<file path="config.mk">
export PLATFORM = sky130hd
export DESIGN_NAME = sipo_deserializer_flat
export DESIGN_NICKNAME = d
export VERILOG_FILES = /design/src/rtl/sipo_deserializer_if.sv /design/src/rtl/sipo_deserializer.sv /design/src/flat_wrapper.sv
export SDC_FILE = /design/constraint.sdc
export NUM_CORES = 1
export LEC_CHECK = 0
export BUFFER_PORTS_ARGS = -buffer_cell sky130_fd_sc_hd__buf_2
export CELL_PAD_IN_SITES_DETAIL_PLACEMENT = 1
export CELL_PAD_IN_SITES_GLOBAL_PLACEMENT = 1
export CORE_MARGIN = 2
export CORE_UTILIZATION = 32
export CTS_CLUSTER_DIAMETER = 120
export DETAILED_ROUTE_END_ITERATION = 10
export PLACE_DENSITY_LB_ADDON = 0.1
export SYNTH_ARGS = -nofsm -noshare
export SYNTH_HDL_FRONTEND = slang
export SYNTH_SLANG_ARGS = --single-unit
</file>
<file path="constraint.sdc">
create_clock -name clk -period 1.1 [get_ports clk]
set_input_delay 0.275 -clock clk [delete_from_list [all_inputs] [get_ports clk]]
set_output_delay 0.275 -clock clk [all_outputs]
set_load 0.02 [all_outputs]
</file>
<file path="src/rtl/sipo_deserializer_if.sv">
// Serial-in / parallel-out bundle: bit stream toward the deserializer,
// assembled words and status flags back out.
interface sipo_deserializer_if #(
  parameter int WIDTH = 4
) ();
  logic             serial_in;
  logic             bit_valid;
  logic             frame_start;
  logic [WIDTH-1:0] data_out;
  logic             data_valid;
  logic             data_ready;
  logic             busy;
  logic             overrun;
  logic             framing_err;
  logic             clear_flags;

  // Driver side: produces the bit stream, consumes words, clears flags.
  modport master (
    output serial_in, bit_valid, frame_start, data_ready, clear_flags,
    input  data_out, data_valid, busy, overrun, framing_err
  );

  // Deserializer side.
  modport slave (
    input  serial_in, bit_valid, frame_start, data_ready, clear_flags,
    output data_out, data_valid, busy, overrun, framing_err
  );
endinterface

</file>
<file path="src/rtl/sipo_deserializer.sv">
// MSB-first serial-to-parallel deserializer with a single-word output
// register on a valid/ready handshake, plus sticky overrun and framing flags.
module sipo_deserializer #(
  parameter int WIDTH = 4
) (
  input  logic                clk,
  input  logic                rst,
  sipo_deserializer_if.slave  bus
);

  localparam int          CW   = $clog2(WIDTH + 1);
  localparam logic [CW-1:0] LAST = CW'(WIDTH - 1);

  typedef enum logic {IDLE, SHIFT} state_t;

  state_t           state_reg, state_next;
  logic [WIDTH-1:0] shift_reg, shift_next;
  logic [CW-1:0]    cnt_reg, cnt_next;
  logic [WIDTH-1:0] data_reg, data_next;
  logic             valid_reg, valid_next;
  logic             overrun_reg, overrun_next;
  logic             ferr_reg, ferr_next;

  logic [WIDTH:0]   ext;
  logic [WIDTH-1:0] shifted;
  logic [WIDTH-1:0] load_one;
  logic [WIDTH-1:0] word;
  logic             complete;
  logic             ferr_evt;
  logic             ov_evt;

  // State register; reset wins over every other input.
  always_ff @(posedge clk) begin
    if (rst) begin
      state_reg   <= IDLE;
      shift_reg   <= '0;
      cnt_reg     <= '0;
      data_reg    <= '0;
      valid_reg   <= 1'b0;
      overrun_reg <= 1'b0;
      ferr_reg    <= 1'b0;
    end else begin
      state_reg   <= state_next;
      shift_reg   <= shift_next;
      cnt_reg     <= cnt_next;
      data_reg    <= data_next;
      valid_reg   <= valid_next;
      overrun_reg <= overrun_next;
      ferr_reg    <= ferr_next;
    end
  end

  // Next-state: bit assembly, word completion, handshake and flag updates.
  always_comb begin
    state_next = state_reg;
    shift_next = shift_reg;
    cnt_next   = cnt_reg;
    complete   = 1'b0;
    word       = '0;
    ferr_evt   = 1'b0;
    ov_evt     = 1'b0;

    // Concatenating one bit past the register lets WIDTH==1 share the path.
    ext         = {shift_reg, bus.serial_in};
    shifted     = ext[WIDTH-1:0];
    load_one    = '0;
    load_one[0] = bus.serial_in;

    if (bus.bit_valid) begin
      case (state_reg)
        IDLE: begin
          if (bus.frame_start) begin
            if (WIDTH == 1) begin
              complete = 1'b1;
              word     = load_one;
            end else begin
              shift_next = load_one;
              cnt_next   = CW'(1);
              state_next = SHIFT;
            end
          end
        end
        SHIFT: begin
          if (bus.frame_start) begin
            // Resync: the partial word is thrown away, never surfaced.
            shift_next = load_one;
            cnt_next   = CW'(1);
            ferr_evt   = 1'b1;
          end else if (cnt_reg == LAST) begin
            complete   = 1'b1;
            word       = shifted;
            shift_next = '0;
            cnt_next   = '0;
            state_next = IDLE;
          end else begin
            shift_next = shifted;
            cnt_next   = cnt_reg + CW'(1);
          end
        end
        default: state_next = IDLE;
      endcase
    end

    data_next  = data_reg;
    valid_next = valid_reg;
    if (complete) begin
      // A same-edge consume frees the register, so the new word fits.
      if (!valid_reg || bus.data_ready) begin
        data_next  = word;
        valid_next = 1'b1;
      end else begin
        ov_evt = 1'b1;
      end
    end else if (valid_reg && bus.data_ready) begin
      valid_next = 1'b0;
    end

    // A new event beats a coincident clear.
    overrun_next = (overrun_reg && !bus.clear_flags) || ov_evt;
    ferr_next    = (ferr_reg && !bus.clear_flags) || ferr_evt;
  end

  assign bus.data_out    = data_reg;
  assign bus.data_valid  = valid_reg;
  assign bus.busy        = (state_reg == SHIFT);
  assign bus.overrun     = overrun_reg;
  assign bus.framing_err = ferr_reg;

endmodule

</file>
<file path="src/flat_wrapper.sv">
// flat-port wrapper written by rule: the top's interface ports become plain ports
module sipo_deserializer_flat 
#(
  parameter int WIDTH = 4
)
  (clk, rst, bus_serial_in, bus_bit_valid, bus_frame_start, bus_data_ready, bus_clear_flags, bus_data_out, bus_data_valid, bus_busy, bus_overrun, bus_framing_err);
  sipo_deserializer_if #(.WIDTH(WIDTH)) bus_i ();
  input  logic clk;
  input  logic rst;
  input wire logic [$bits(bus_i.serial_in)-1:0] bus_serial_in;
  input wire logic [$bits(bus_i.bit_valid)-1:0] bus_bit_valid;
  input wire logic [$bits(bus_i.frame_start)-1:0] bus_frame_start;
  input wire logic [$bits(bus_i.data_ready)-1:0] bus_data_ready;
  input wire logic [$bits(bus_i.clear_flags)-1:0] bus_clear_flags;
  output wire logic [$bits(bus_i.data_out)-1:0] bus_data_out;
  output wire logic [$bits(bus_i.data_valid)-1:0] bus_data_valid;
  output wire logic [$bits(bus_i.busy)-1:0] bus_busy;
  output wire logic [$bits(bus_i.overrun)-1:0] bus_overrun;
  output wire logic [$bits(bus_i.framing_err)-1:0] bus_framing_err;
  assign bus_i.serial_in = bus_serial_in;
  assign bus_i.bit_valid = bus_bit_valid;
  assign bus_i.frame_start = bus_frame_start;
  assign bus_i.data_ready = bus_data_ready;
  assign bus_i.clear_flags = bus_clear_flags;
  assign bus_data_out = bus_i.data_out;
  assign bus_data_valid = bus_i.data_valid;
  assign bus_busy = bus_i.busy;
  assign bus_overrun = bus_i.overrun;
  assign bus_framing_err = bus_i.framing_err;
  sipo_deserializer #(.WIDTH(WIDTH)) u_core (.clk(clk), .rst(rst), .bus(bus_i));
endmodule
</file>
**Yosys cells after proc, flatten, opt, wreduce, memory -nomap -nowiden**

Index checks and enable logic that the tools add are counted.

- Flip-flop bits (word level): 14
- Bits of input ports: 7
- Output and inout port bits: 8
- Logic and storage cells: 51

- $add $sub $neg: 1
- Eq/ne operators: 3
- Mux-type cells: 27
- Bitwise operators: 1
- Reductions and logical operators: 12

Operators with widths:

| operator | number |
|---|---|
| $mux W3 | 6 |
| $mux W4 | 4 |
| $mux W1 | 14 |
| $pmux W3 S2 | 2 |
| $reduce_and A2 Y1 | 3 |
| $ne A2 B2 Y1 const B | 2 |
| $add A3 B1 Y3 const B | 1 |
| $eq A3 B2 Y1 const B | 1 |
| $logic_and A1 B1 Y1 | 3 |
| $logic_or A1 B1 Y1 | 3 |
| $logic_not A1 Y1 | 2 |
| $pmux W1 S2 | 1 |
| $reduce_bool A2 Y1 | 1 |
| $not A1 Y1 | 1 |

**Logic depth before layout (Yosys ltp)**

- Depth after elaboration: 7
- Depth in mapped cells: 4
- Gate-level depth less buffers: 4

**Worst setup path after synthesis**

No wires, ideal clock.

- Path type: reg2reg
- From: reg u_core.state_reg, in the netlist u_core.bus.busy
- To: reg u_core.data_reg[0], in the netlist u_core.bus.data_out[0]
- Setup time: 72 ps
- Arrival: 1,243 ps
- Required time: 1,028 ps
- Slack: -215 ps
- Cell stages (with the launch flop): 4
- Buffers on the path: 0
- Clock period less this slack: 1,315 ps
- Cell sequence: dfxtp_1 > nand2_2 > nor4_4 > mux2i_1

- Cells in the longest elaborated chain, start to end: 3
- Elaborated cells between the ends (all ways): 5
- Those cells by class: mux (4); reduce/logical (1)

RTL lines:

| element | line | RTL |
|---|---|---|
| start, declared | sipo_deserializer.sv:16 | `state_t state_reg, state_next;` |
| start signal, assigned | sipo_deserializer.sv:43 | `state_reg <= state_next;` |
| $mux W1 | sipo_deserializer.sv:70 | `case (state_reg)` |
| $mux W1 | sipo_deserializer.sv:69 | `if (bus.bit_valid) begin` |
| $reduce_and A2 Y1 (no source line) | - |  |
| end signal, assigned | sipo_deserializer.sv:46 | `data_reg <= data_next;` |
| end, declared | sipo_deserializer.sv:19 | `logic [WIDTH-1:0] data_reg, data_next;` |

Parallel ways exist; a longest one is shown, timed or not.
A chain may end at the register's enable or synchronous reset.

**Worst setup path in the final report**

- From: reg u_core.state_reg, in the netlist u_core.bus.busy
- To: reg u_core.data_reg[2], in the netlist u_core.bus.data_out[2]

The elaborated chain is that of the path after synthesis.

==> results.cfg <==
[power]
power_frac_comb_pct = 11.1
p_leak_nw = 0.350
p_sw_mw = 0.245
swShare_pct = 25.7
p_int_mw = 0.707
power_density_nw_per_um2 = 1140
ir_drop_uv = 439
finalPower_mw = 0.952
seqPwrFrac_pct = 55.4
p_clk_share_pct = 33.5

[logic_synthesis]
yosysUniqueCellTypes = 21
synthArstFlopShare_pct = 0
synth.avg_cell_area_um2 = 9.24
synth-seq-cells = 14
ys.flop_type = dfxtp_1
ys_seq_area_share_pct = 48.2
ys_warn_count = 0
synth-edff-count = 0
synthCells = 63
synth.cell_area_um2 = 582
syn_nets = 71

[cts]
clk_pin_slew_ns = 0.09
cts_sinks = 14
cts_tree = done
clk_latency_ns = 0.29
cts.path.max_buffers = 2
htreeDepth = 1
cts_made_buffers = 3
ctsHoldBuffers = 0
root_buffer = clkbuf_4

[setup_path]
critPathLaunchType = flip-flop
ff2ff_path_depth = 4
cp.required_ns = 1.32
timing.rr.end = u_core.bus.data_out[2]$_SDFFE_PP0P_
worst-setup-path-type = flip-flop to flip-flop
r2r_slack_ns = -0.04
cp_data_arrival_time_ns = 1.36
end_kind = flip-flop
r2r-start = u_core.bus.busy$_SDFFE_PP0P_
path_max_fanout = 5

[route]
first_pass_iters = 4
routed_wl_um = 1550
drt_iter0_drc = 7
via_per_inst = 4.82
remaining_drc_errors = 0
routedWlPerCell_um = 13.4
vias = 554
detail-route-antenna-nets = 0

[sta]
setup_viol_count_final = 4
rsz0062_at_grt = true
clock_skew_ns = 0.00612
finalHoldViolations = 0
fin_ws_ns = -0.0405
slew_headroom_pct = 81.0
finalCritPeriodShare_pct = 104
tightest_slew_ns = 0.284
slew_violations = 0
max_freq_ghz = 0.877
min_period_ns = 1.14

[layout]
fin_util_pct = 48.4
multiInputGateArea_um2 = 318
final_cell_mix = 14 x buf_4, 12 x nand2_1, 10 x dfxtp_1
final_nets = 99
final_common_cell = buf_4
largest_reg_flops = 4
fin_cells = 115
antenna_cells = 0
fillCellCount = 213
layout-drive-gt1-share_pct = 41.1
seqCellArea_um2 = 288
syn_to_final_growth_pct = 43.7

[hold_path]
min_path_cells = 3
hold_path_startpoint = bus_serial_in
min_path_type = primary input to flip-flop
whs_endpoint = u_core.shift_reg[0]$_SDFFE_PP0P_

[floorplan]
dieArea_um2 = 2180
die_y_um = 46.6
start_util_pct = 33.7
core_region_area_um2 = 1730
rows = 15
die_w_um = 46.6
io-pin-count = 15

[grt]
grt_max_degree = 11
first_global_vias = 534
overflow = 0
grt_pass1_wl_um = 2480
antenna_found_initial = 0
grt.total_usage_pct = 17.5

[placed_design]
io_buffer_count = 14
placed_cells = 110
routabilityCongestion = 0.756
dp_hpwl_um = 1090

[run_status]
violations = negative setup slack
status = finished, violations left

[run]
max_cap_violations = 0
==> metal layers <==
metal | routed length (um) | global-route usage (%)
met1 | 757 | 22.9
met2 | 658 | 24.2
met3 | 75 | 4.71
met4 | 53 | 13.3
met5 | 0 | 0
==> Yosys cell counts (2+ instances only) <==
master    n  share of area, %
mux2i_1   4               6.9
o21ai_0   2               1.7
inv_1     2               1.3
nor2b_1   2               2.2
nand2_1  12               7.7
dfxtp_1  14                48
a21oi_1   5               4.3
nor2_1    5               3.2
nand3_1   2               1.7
a32oi_1   4               6.0
==> stage by stage <==
step | TNS [ns] | hold slack (ns) | cell area, um2 | setup slack [ns]
after CTS | -0.0900 | 0.233 | 826 | -0.0419
final | -0.105 | 0.243 | 836 | -0.0405
after global routing | -0.682 | 0.240 | 836 | -0.107
after detailed placement | -0.225 | 0.453 | 785 | -0.0692
after floorplan | -0.0789 | 0.414 | 621 | -0.0197
after global placement | -0.114 | 0.438 | 785 | -0.0312
==> worst max path at each step <==
| stage | startpoint | to | slack (ns) | cells past startpoint |
|---|---|---|---|---|
| floorplan | u_core.bus.busy$_SDFFE_PP0P_ | u_core.bus.data_out[0]$_SDFFE_PP0P_ | -0.02 | 3 |
| global placement | bus_bit_valid | u_core.bus.data_out[1]$_SDFFE_PP0P_ | -0.03 | 5 |
| detailed placement | bus_bit_valid | u_core.bus.data_out[2]$_SDFFE_PP0P_ | -0.07 | 5 |
| CTS | u_core.cnt_reg[0]$_SDFFE_PP0P_ | u_core.bus.data_out[2]$_SDFFE_PP0P_ | -0.04 | 5 |
| global route | u_core.cnt_reg[0]$_SDFFE_PP0P_ | u_core.bus.data_out[2]$_SDFFE_PP0P_ | -0.11 | 5 |
| finish | u_core.bus.busy$_SDFFE_PP0P_ | u_core.bus.data_out[2]$_SDFFE_PP0P_ | -0.04 | 4 |
==> what timing repair did <==
action,in CTS,in global routing
setup buffers,1,0
pin swaps,1,0
setup endpoints to repair,8,15
resized for setup,3,5
==> worst max-delay path, stage by stage, from the launching register on <==
cell and delay (ns):
dfxtp_4 0.40, nand2_4 0.07, nor4_4 0.24, buf_4 0.18
mux2i_1 0.18
==> cells by family after synthesis <==
| family | count (synthesis) | share of synthesized area, % |
|---|---|---|
| AOI/OAI and AO/OA | 14 | 16.1 |
| adders and majority gates | 1 | 2.15 |
| DFF | 14 | 48.2 |
| buffers and inverters | 4 | 2.79 |
| muxes | 4 | 6.88 |
| and+or+nand+nor | 26 | 23.9 |
==> area by class of cell <==
class / instances / area share, %
Clock buffer: 4 / 3.14
Inverter: 3 / 1.35
Multi-Input combinational cell: 45 / 38.0
Sequential cell: 14 / 34.4
Tap cell: 25 / 3.74
Timing Repair Buffer: 24 / 19.3
==> power by group through the flow <==
stage / logic (mW) / clock network (mW) / registers [mW]
3_3_place_gp: 0.0958 / 0 / 0.539
3_5_place_dp: 0.0977 / 0 / 0.540
2_1_floorplan: 0.0368 / 0 / 0.542
5_1_grt: 0.118 / 0.362 / 0.529
6_report: 0.106 / 0.319 / 0.527
4_1_cts: 0.106 / 0.340 / 0.527
No activity file was read; power rests on OpenSTA's default activity.
